### src/rtl/l2_bank_router_pkg.sv
// Shared definitions for the L2 bank router.
//   L2_BANK_BITS      : bank-select width for the default 4-bank build
//   bank_id_t         : bank index type for the default build
//   l2_flush_state_t  : flush sequencer states
//   l2_bank_index()   : line address -> bank index. With L2_BANK_XOR_EN
//                       defined, the select field is XOR-folded with the
//                       next field up so power-of-two strides spread
//                       across banks; otherwise it is a plain bit slice.
package l2_bank_router_pkg;

  localparam int L2_N_BANKS_DEF = 4;
  localparam int L2_BANK_BITS   = $clog2(L2_N_BANKS_DEF);
  localparam int L2_IDX_MAX     = 8;

  typedef logic [L2_BANK_BITS-1:0] bank_id_t;

  typedef enum logic [1:0] {IDLE, BCAST, WAIT, DONE} l2_flush_state_t;

  // off and bits are elaboration constants at every call site, so the
  // shifts reduce to wiring.
  function automatic logic [L2_IDX_MAX-1:0] l2_bank_index(
    input logic [63:0] addr,
    input int          off,
    input int          bits
  );
    logic [63:0]           lo;
    logic [63:0]           hi;
    logic [L2_IDX_MAX-1:0] r;
    lo = addr >> off;
    hi = addr >> (off + bits);
    r  = '0;
    for (int i = 0; i < L2_IDX_MAX; i++) begin
      if (i < bits) begin
`ifdef L2_BANK_XOR_EN
        r[i] = lo[i] ^ hi[i];
`else
        r[i] = lo[i];
`endif
      end
    end
    return r;
  endfunction

endpackage

### src/rtl/l2_rr_arbiter.sv
// N-input locking round-robin arbiter.
//   req        : per-input valid
//   out_ready  : downstream ready
//   out_valid  : merged valid
//   grant_idx  : granted input index (held while locked)
//   grant_oh   : one-hot of the grant, zero when nothing is valid
// Handshake: a transfer happens on a cycle where out_valid && out_ready.
// Once out_valid is shown without ready, the grant locks until that
// transfer completes, so the merged payload cannot change underneath
// the consumer. After a transfer the search restarts one above the
// granted input.
module l2_rr_arbiter #(
  parameter  int N  = 4,
  localparam int BB = $clog2(N)
) (
  input  logic          clk,
  input  logic          rst,
  input  logic [N-1:0]  req,
  input  logic          out_ready,
  output logic          out_valid,
  output logic [BB-1:0] grant_idx,
  output logic [N-1:0]  grant_oh
);

  logic [BB-1:0] rr_ptr;
  logic [BB-1:0] lock_idx;
  logic          lock;
  logic [BB-1:0] search_idx;
  logic [BB-1:0] cand;
  logic          found;

  // Upward search from rr_ptr; index arithmetic wraps because N is a
  // power of two.
  always_comb begin
    found      = 1'b0;
    search_idx = rr_ptr;
    cand       = rr_ptr;
    for (int i = 0; i < N; i++) begin
      cand = rr_ptr + BB'(i);
      if (!found && req[cand]) begin
        found      = 1'b1;
        search_idx = cand;
      end
    end
    grant_idx = lock ? lock_idx : search_idx;
    out_valid = lock ? req[lock_idx] : found;
    grant_oh  = out_valid ? (N'(1) << grant_idx) : '0;
  end

  always_ff @(posedge clk or negedge rst) begin
    if (!rst) begin
      rr_ptr   <= '0;
      lock     <= 1'b0;
      lock_idx <= '0;
    end else if (out_valid && out_ready) begin
      rr_ptr <= grant_idx + BB'(1);
      lock   <= 1'b0;
    end else if (out_valid) begin
      lock     <= 1'b1;
      lock_idx <= grant_idx;
    end
  end

endmodule

### src/rtl/l2_bank_router.sv
// Multi-bank L2 front end: one CPU request port fanned out to N_BANKS
// banks through a single-entry slice, bank req_out traffic merged onto
// one NoC port by a locking round-robin arbiter, and a flush broadcast
// that completes once every bank has reported done.
// Ports:
//   cpu_req_*        : upstream request (valid/ready)
//   bank_req_*       : per-bank valid/ready, shared addr/data
//   bank_out_*       : per-bank req_out, flattened payload
//   req_out_*        : merged req_out plus source bank
//   flush_valid/ready: flush request, accepted only from IDLE
//   bank_flush_*     : per-bank flush request/accept and done pulse
//   flush_done       : one-cycle completion pulse
//   dbg_flush_state  : flush sequencer state
// All valid/ready pairs: a transfer occurs on a cycle where both are
// high; a valid source holds its payload until that cycle.
// Build option: L2_BANK_XOR_EN selects XOR-folded bank hashing.
module l2_bank_router
  import l2_bank_router_pkg::*;
#(
  parameter int N_BANKS       = 4,
  parameter int ADDR_W        = 32,
  parameter int LINE_OFF_BITS = 4,
  parameter int REQ_W         = 96,
  parameter int OUT_W         = 128
) (
  input  logic                         clk,
  input  logic                         rst,
  input  logic                         cpu_req_valid,
  output logic                         cpu_req_ready,
  input  logic [ADDR_W-1:0]            cpu_req_addr,
  input  logic [REQ_W-1:0]             cpu_req_data,
  output logic [N_BANKS-1:0]           bank_req_valid,
  input  logic [N_BANKS-1:0]           bank_req_ready,
  output logic [ADDR_W-1:0]            bank_req_addr,
  output logic [REQ_W-1:0]             bank_req_data,
  input  logic [N_BANKS-1:0]           bank_out_valid,
  output logic [N_BANKS-1:0]           bank_out_ready,
  input  logic [N_BANKS*OUT_W-1:0]     bank_out_data,
  output logic                         req_out_valid,
  input  logic                         req_out_ready,
  output logic [OUT_W-1:0]             req_out_data,
  output logic [$clog2(N_BANKS)-1:0]   req_out_bank,
  input  logic                         flush_valid,
  output logic                         flush_ready,
  output logic [N_BANKS-1:0]           bank_flush_valid,
  input  logic [N_BANKS-1:0]           bank_flush_ready,
  input  logic [N_BANKS-1:0]           bank_flush_done,
  output logic                         flush_done,
  output l2_flush_state_t              dbg_flush_state
);

  localparam int BB = $clog2(N_BANKS);

  // ---------------- request slice ----------------
  logic              full;
  logic [ADDR_W-1:0] addr_q;
  logic [REQ_W-1:0]  data_q;
  logic [BB-1:0]     bank_q;
  logic [BB-1:0]     bank_new;
  logic              drain;
  logic              accept;
  l2_flush_state_t   state;
  l2_flush_state_t   state_n;

  assign bank_new = BB'(l2_bank_index(64'(cpu_req_addr), LINE_OFF_BITS, BB));
  assign drain    = full && bank_req_ready[bank_q];
  // New requests are held off during a flush; an entry already in the
  // slice keeps draining.
  assign cpu_req_ready = (state == IDLE) && (!full || bank_req_ready[bank_q]);
  assign accept        = cpu_req_valid && cpu_req_ready;

  assign bank_req_valid = full ? (N_BANKS'(1) << bank_q) : '0;
  assign bank_req_addr  = addr_q;
  assign bank_req_data  = data_q;

  always_ff @(posedge clk or negedge rst) begin
    if (!rst) begin
      full   <= 1'b0;
      addr_q <= '0;
      data_q <= '0;
      bank_q <= '0;
    end else if (accept) begin
      full   <= 1'b1;
      addr_q <= cpu_req_addr;
      data_q <= cpu_req_data;
      bank_q <= bank_new;
    end else if (drain) begin
      full <= 1'b0;
    end
  end

  // ---------------- req_out merge ----------------
  logic [N_BANKS-1:0] grant_oh;
  logic [BB-1:0]      grant_idx;

  l2_rr_arbiter #(.N(N_BANKS)) u_arb (
    .clk       (clk),
    .rst       (rst),
    .req       (bank_out_valid),
    .out_ready (req_out_ready),
    .out_valid (req_out_valid),
    .grant_idx (grant_idx),
    .grant_oh  (grant_oh)
  );

  assign bank_out_ready = req_out_ready ? grant_oh : '0;
  assign req_out_data   = bank_out_data[grant_idx*OUT_W +: OUT_W];
  assign req_out_bank   = grant_idx;

  // ---------------- flush sequencer ----------------
  logic [N_BANKS-1:0] pend;
  logic [N_BANKS-1:0] pend_n;
  logic [N_BANKS-1:0] mask;
  logic [N_BANKS-1:0] mask_n;

  assign dbg_flush_state = state;

  always_ff @(posedge clk or negedge rst) begin
    if (!rst) begin
      state <= IDLE;
      pend  <= '0;
      mask  <= '0;
    end else begin
      state <= state_n;
      pend  <= pend_n;
      mask  <= mask_n;
    end
  end

  // Done pulses are collected from BCAST onward, since a fast bank may
  // finish before a slower one has even accepted its flush.
  always_comb begin
    state_n          = state;
    pend_n           = pend;
    mask_n           = mask;
    flush_ready      = 1'b0;
    bank_flush_valid = '0;
    flush_done       = 1'b0;
    case (state)
      IDLE: begin
        if (flush_valid) begin
          flush_ready = 1'b1;
          pend_n      = '1;
          state_n     = BCAST;
        end
      end
      BCAST: begin
        bank_flush_valid = pend;
        pend_n           = pend & ~bank_flush_ready;
        mask_n           = mask | bank_flush_done;
        if (pend_n == '0) state_n = WAIT;
      end
      WAIT: begin
        mask_n = mask | bank_flush_done;
        if (mask_n == '1) state_n = DONE;
      end
      DONE: begin
        flush_done = 1'b1;
        mask_n     = '0;
        state_n    = IDLE;
      end
      default: state_n = IDLE;
    endcase
  end

endmodule
### config.mk
export PLATFORM = sky130hd
export DESIGN_NAME = l2_bank_router
export DESIGN_NICKNAME = d
export VERILOG_FILES = /design/src/rtl/l2_bank_router_pkg.sv /design/src/rtl/l2_rr_arbiter.sv /design/src/rtl/l2_bank_router.sv
export SDC_FILE = /design/constraint.sdc
export NUM_CORES = 1
export LEC_CHECK = 0
export CORE_AREA = 2 2 363 365
export DETAILED_ROUTE_END_ITERATION = 12
export DIE_AREA = 0 0 365 367
export SKIP_LAST_GASP = 1
export SLEW_MARGIN = 20
export SYNTH_ARGS = -nofsm -noshare
export SYNTH_HDL_FRONTEND = slang
export SYNTH_SLANG_ARGS = --single-unit
### constraint.sdc
create_clock -name clk -period 4 [get_ports clk]
set_input_delay 1.2 -clock clk [delete_from_list [all_inputs] [get_ports clk]]
set_output_delay 1.2 -clock clk [all_outputs]
set_load 0.02 [all_outputs]
==> reports/qor.yml, run 1 <==
worst_setup_path:
  r2r_end: "bank_req_data[34]"
  crit_fanout: 7
  rr_worst_depth: 7
  start_kind: "input port"
  required_ns: 2.80
  cp_top_family: "buffers and inverters"
  crit_type: "in -> out"
  crit_chain: "buf_8, nor2b_4, o211ai_1, o221ai_4, bufinv_16, buf_16, buf_12, mux4_2, buf_6"
  reg2reg_setup_slack_ns: 1.42
  end_kind: "output port"
  cp.buffers_inverters: 5
  arrival_ns: 3.34
  critPathSlowestCell: "mux4_2"
  startpoint: "bank_out_valid[0]"
  r2r_start: "bank_req_addr[4]"
  slowest_delay_ns: 0.63
synthesis:
  yosysTopAreaCell: "dfrtp_1"
  async_flop_share_pct: 100.0
  synth_common_cells: "144 x dfrtp_1, 129 x mux4_2, 100 x mux2_4"
  netlist_instances: 550
  synth.avg_cell_area_um2: 17.10
  seq_area_frac_synth_pct: 38.31
  ys_types: 38
  synth_edf_count: 0
  synth_ff_type: "dfrtp_1"
  synth_top_cell_area_share_pct: 38.31
  synth_nets: 1216
  synth.most_common_cell: "dfrtp_1"
  ys_seq_elements: 144
  synthTopCellsByArea: "dfrtp_1 38%, mux4_2 31%, mux2_4 16%"
  synth_area_um2: 9407
  yosys_warnings: 0
sta:
  max_freq_mhz: 220.4
  setup_viol: 130
  min_period_ns: 4.538
  finalHoldViolCount: 0
  setup_ws_ns: -0.5377
  grt_setup_unrepaired: "true"
  relSlewSlack_pct: 58.26
  finalClockSkew_ns: 0.01571
  post-route-period-util_pct: 113.4
  slew_viol_final: 0
  worstMarginPinSlew_ns: 0.6260
finish:
  drive_above_1_share_pct: 36.27
  nNetsFinal: 2274
  final_cells: 3383
  syn_to_final_growth_pct: 152.3
routing:
  wl_per_cell_um: 29.27
  drcViolationCount: 0
  drtIter0Drc: 563
  antenna_left: 0
  viasPerCell: 3.147
  wl_um: 99010
  num_vias: 10646
  drt_pass1_iterations: 5
die:
  rows: 133
  dieArea_um2: 134000
  fp.dieH_um: 367
  dieWidth_um: 365
  top_level_ports: 937
  start_util_pct: 7.210
  core_area_um2: 130500
power:
  leakagePower_nw: 9.310
  p_total_w: 0.02049
  ir_worst_vdd_uv: 452.6
  power_per_cell_area_nw_per_um2: 863.3
run_status:
  violations: "setup timing"
  status: "complete, but fails checks"
global_route:
  grt_pass1_wl_um: 121300
  grt_pass1_vias: 11339
  grt_max_degree: 61
  grt.overflow.total: 0
  grt.total_usage_pct: 14.12
  grt_antenna_before_repair: 53
clocking:
  clkSinkCount: 144
  postCtsHoldBufs: 0
  clk-insertion-delay-late_ns: 0.48
  cts_buffers: 17
  path_clk_slew_ns: 0.06
  cts_root_buf: "clkbuf_16"
  htree_num_levels: 4
  cts_tree: "done"
  cts_buffer_depth: 2
hold_path:
  hold_end: "bank_req_data[27]"
  holdCritStartpoint: "bank_req_data[27]"
  holdPathStages: 1
  min_path_type: "reg -> reg"
placement:
  numPortBuffers: 936
  dp.cells: 3269
  globalplace.congestion: 0.9138
  dp_hpwl_um: 85190
run:
  drv_cap: 0
-- how the worst max path moves through the flow --
stage,cells past startpoint,to,slack (ns)
after global routing,10,req_out_data[32],-0.60
final,9,req_out_data[72],-0.54
after global placement,8,req_out_data[86],-1.21
after detailed placement,8,req_out_data[8],-1.12
after CTS,9,req_out_data[72],-0.51
after floorplan,7,req_out_data[13],0.02
-- registers in the layout, indices dropped and copies added (netlist names) --
register         cells
u_arb.lock           1
bank_req_addr       32
mask                 4
pend                 4
u_arb.lock_idx       2
full                 1
u_arb.rr_ptr         2
dbg_flush_state      2
bank_req_data       96
-- power by group --
group | total [W] | switching [W] | internal [W]
combinational | 0.0160 | 0.00751 | 0.00849
clock | 0.00173 | 0.000779 | 0.000951
sequential | 0.00276 | 0.000547 | 0.00221
-- metal layers --
metal / wire [µm] / global-route usage (%)
met2: 46070 / 22.83
met5: 217 / 0
met4: 2002 / 3.743
met1: 38740 / 16.55
met3: 11990 / 6.802
-- cells by family (layout without fill, tap and decap cells) --
kind of cell / Yosys count / after routing / share of synthesized area (%)
buffers and inverters: 59 / 1130 / 5.161
muxes: 261 / 261 / 50.81
and+or+nand+nor: 49 / 49 / 2.754
DFF: 144 / 144 / 38.31
other: 0 / 7 / 0
AOI/OAI and AO/OA: 32 / 32 / 2.301
adders and majority gates: 5 / 5 / 0.6651
-- per-stage QoR --
stage	TNS, ns	hold WS [ns]	cell area [µm²]	worst slack (ns)	utilization (%)
6_report	-54.37	0.4960	23740	-0.5377	18.19
4_1_cts	-54.86	0.4953	23450	-0.5146	17.97
3_5_place_dp	-130.67	0.4839	21250	-1.119	16.29
3_3_place_gp	-140.66	0.4750	21250	-1.213	16.29
2_1_floorplan	0	0.4633	9407	0.01650	-
5_1_grt	-63.55	0.5187	23730	-0.5970	18.19
-- timing repair --
item | CTS | global route
endpoints found under the setup margin | 135 | 134
resized for setup | 483 | 84
pin swaps | 4 | 4
setup buffers | 58 | 8
gates cloned | 15 | 1
-- cell type report --
type | count | area, µm²
clock buffer | 17 | 425.4
sequential | 144 | 3603
inverter | 15 | 95.09
tap | 1755 | 2196
multi-input combinational | 347 | 5428
fill | 14335 | 106700
timing repair inverter | 1 | 30.03
clock inverter | 15 | 188.9
antenna | 7 | 17.52
timing repair buffer | 1082 | 11750
-- cell usage in the layout (no fill, tap or decap), drive strengths merged, types with 2 or more instances in the layout --
| cell type | count |
|---|---|
| inv | 24 |
| nand3 | 2 |
| nor2b | 3 |
| mux4 | 130 |
| nand2 | 10 |
| mux2i | 2 |
| dfrtp | 144 |
| o22ai | 4 |
| ha | 5 |
| bufinv | 3 |
| nand2b | 6 |
| nor2 | 14 |
| nor3b | 2 |
| buf | 282 |
| clkbuf | 20 |
| mux2 | 129 |
| o211ai | 2 |
| and2 | 8 |
| a22o | 4 |
| diode | 7 |
| o221ai | 4 |
| clkinv | 3 |
| clkdlybuf4s50 | 795 |
| o21ai | 10 |
| a21oi | 5 |
Power figures use the tool's default switching activity.
==> run 2, diff against run 1 <==
Settings changed: ABC_AREA set to 0, GPL_ROUTABILITY_DRIVEN set to 1.
==> results of run 2 <==
No change in the layout: final DEF, timing and power equal those of run 1.
==> run 3, diff against run 2 <==
Settings changed: TNS_END_PERCENT set to 30.
==> run 3 against run 2 <==
Against the previous run: the flow still finishes with violations (setup timing); hold slack about the same; clock power is essentially flat; critical endpoint unchanged; sequential share of layout area rose by 0.65 points; die area unchanged; worst setup slack improved by 0.048 ns; largest cell class unchanged; critical path depth unchanged; clock-buffer cell count unchanged; non-clock buffer count fell by 36.
==> reports/qor.yml, run 3 (same netlist as run 1, synthesis figures left out) <==
routing:
  wl_um: 98220  # was 99010 µm
  antenna_left: 0  # unchanged
  num_vias: 10534  # was 10646
  drcViolationCount: 0  # unchanged
  drtIter0Drc: 585  # was 563
  drt_pass1_iterations: 4  # was 5
  wl_per_cell_um: 29.32  # was 29.27 µm
  viasPerCell: 3.144  # was 3.147
clocking:
  htree_num_levels: 4  # unchanged
  cts_tree: "done"  # unchanged
  clk-insertion-delay-late_ns: 0.48  # about the same
  path_clk_slew_ns: 0.06  # about the same
  cts_root_buf: "clkbuf_16"  # unchanged
  clkSinkCount: 144  # unchanged
  cts_buffers: 17  # unchanged
  cts_buffer_depth: 2  # unchanged
die:
  fp.dieH_um: 367  # unchanged
  rows: 133  # unchanged
  dieArea_um2: 134000  # unchanged
  top_level_ports: 937  # unchanged
  core_area_um2: 130500  # unchanged
  start_util_pct: 7.210  # unchanged
  dieWidth_um: 365  # unchanged
placement:
  numPortBuffers: 936  # unchanged
  dp_slack_ns: -1.119  # unchanged
  dp_hpwl_um: 85190  # unchanged
  globalplace.congestion: 0.9138  # unchanged
  dp.cells: 3269  # unchanged
  placed_area_um2: 21250  # unchanged
finish:
  final_util_pct: 17.44  # was 18.19%
  final_cell_area_um2: 22760  # was 23740 µm²
  largest_reg_flops: 96  # unchanged
  syn_to_final_growth_pct: 142.0  # was 152.3%
  layout_commonest_cell: "clkdlybuf4s50_1"  # unchanged
  layout_common_cells: "800 x clkdlybuf4s50_1, 144 x dfrtp_1, 129 x mux4_2"  # was 795 x clkdlybuf4s50_1, 144 x dfrtp_1, 142 x buf_6
  final_cells: 3350  # was 3383
  nNetsFinal: 2238  # was 2274
  drive_above_1_share_pct: 33.69  # was 36.27%
sta:
  min_period_ns: 4.490  # was 4.538 ns
  grt_setup_unrepaired: "true"  # unchanged
  setup_ws_ns: -0.4901  # was -0.5377 ns
  finalHoldViolCount: 0  # unchanged
  relSlewSlack_pct: 58.35  # was 58.26%
  max_freq_mhz: 222.7  # was 220.4 MHz
  hold_ws_ns: 0.4961  # was 0.4960 ns
  finalClockSkew_ns: 0.01561  # was 0.01571 ns
  worstMarginPinSlew_ns: 0.6248  # was 0.6260 ns
  post-route-period-util_pct: 112.3  # was 113.4%
  setup_viol: 135  # was 130
  slew_viol_final: 0  # unchanged
global_route:
  grt.overflow.total: 0  # unchanged
  grt_use_met3_pct: 6.534  # was 6.802%
  grt_pass1_wl_um: 119900  # was 121300 µm
  grt_pass1_vias: 11072  # was 11339
  grt.total_usage_pct: 13.99  # was 14.12%
  busiest_layer: "met2"  # unchanged
  met1_usage_pct: 16.52  # was 16.55%
  use_met2_pct: 22.67  # was 22.83%
  grt_antenna_before_repair: 55  # was 53
  grt_max_degree: 61  # unchanged
worst_setup_path:
  end_kind: "output port"  # unchanged
  crit_fanout: 6  # was 7
  arrival_ns: 3.29  # was 3.34 ns
  reg2reg_setup_slack_ns: 1.41  # was 1.42 ns
  rr_worst_depth: 7  # unchanged
  r2r_start: "bank_req_addr[4]"  # unchanged
  crit_type: "in -> out"  # unchanged
  r2r_end: "bank_req_data[34]"  # unchanged
  start_kind: "input port"  # unchanged
  required_ns: 2.80  # about the same
run_status:
  violations: "setup timing"  # unchanged
  status: "complete, but fails checks"  # unchanged
hold_path:
  hold_end: "bank_req_data[27]"  # unchanged
  min_path_type: "reg -> reg"  # unchanged
  holdCritStartpoint: "bank_req_data[27]"  # unchanged
  holdPathStages: 1  # unchanged
power:
  leakagePower_nw: 8.891  # was 9.310 nW
  power_per_cell_area_nw_per_um2: 835.3  # was 863.3 nW/µm²
  ir_worst_vdd_uv: 452.9  # was 452.6 µV
run:
  drv_cap: 0  # unchanged
run 3: cell count changes in the layout (fill, tap and decap cells not counted), sizes merged:
cell           delta
buf              -56
clkbuf            +6
clkdlybuf4s50     +5
dlygate4sd2       +5
diode             +3
bufbuf            +2
clkdlybuf4s15     +2
clkinv            -1
inv               +1
run 3: worst max path at each step:
stage | from | end | slack [ns] | cells after the start
after floorplan | bank_out_valid[0] | req_out_data[13] | 0.02 | 7
after global placement | bank_out_valid[0] | req_out_data[86] | -1.21 | 8
after detailed placement | bank_out_valid[2] | req_out_data[8] | -1.12 | 8
after CTS | bank_out_valid[0] | req_out_data[72] | -0.54 | 9
after global routing | bank_out_valid[0] | req_out_data[32] | -0.57 | 10
final | bank_out_valid[0] | req_out_data[72] | -0.49 | 9
run 3: layout make-up:
type	count	area (µm²)
fill	14373	107700
timing repair buffer	1046	10800
multi-input combinational	347	5401
sequential	144	3603
tap	1755	2196
clock buffer	17	425.4
clock inverter	15	188.9
inverter	15	95.09
antenna	10	25.02
timing repair inverter	1	20.02
run 3: critical path, cell delays in order:
cell and delay (ns):
buf_8 0.10, nor2b_4 0.11, o211ai_1 0.24, o221ai_4 0.18, bufinv_16 0.27, buf_16 0.16
buf_12 0.14, mux4_2 0.63, buf_6 0.19
run 3: routing by layer:
layer / vias to the layer above / wire (µm) / share of wire (%)
met4: 32 / 2319 / 2.4
met1: 5340 / 38630 / 39
met2: 767 / 45370 / 46
met5: - / 196 / 0.20
li1: 4273 / - / -
met3: 122 / 11700 / 12
run 3: repair_timing:
action,4_1_cts,5_1_grt
endpoints found under the setup margin,135,135
hold buffers,0,0
setup buffers,25,6
gates resized for setup,294,42
gates cloned,9,3
pin swaps,2,3
run 3: stage by stage:
stage | power (W) | TNS, ns
5_1_grt | 0.01989 | -62.93
2_1_floorplan | 0.008972 | 0
6_report | 0.01901 | -50.53
4_1_cts | 0.01918 | -59.96
3_5_place_dp | 0.01608 | -130.67
3_3_place_gp | 0.01607 | -140.66
run 3: report_power, final:
| part | internal, W | switching, W |
|---|---|---|
| Sequential | 0.00221 | 0.000551 |
| Combinational | 0.00735 | 0.00716 |
| Clock | 0.000951 | 0.000784 |
| Total | 0.0105 | 0.00850 |
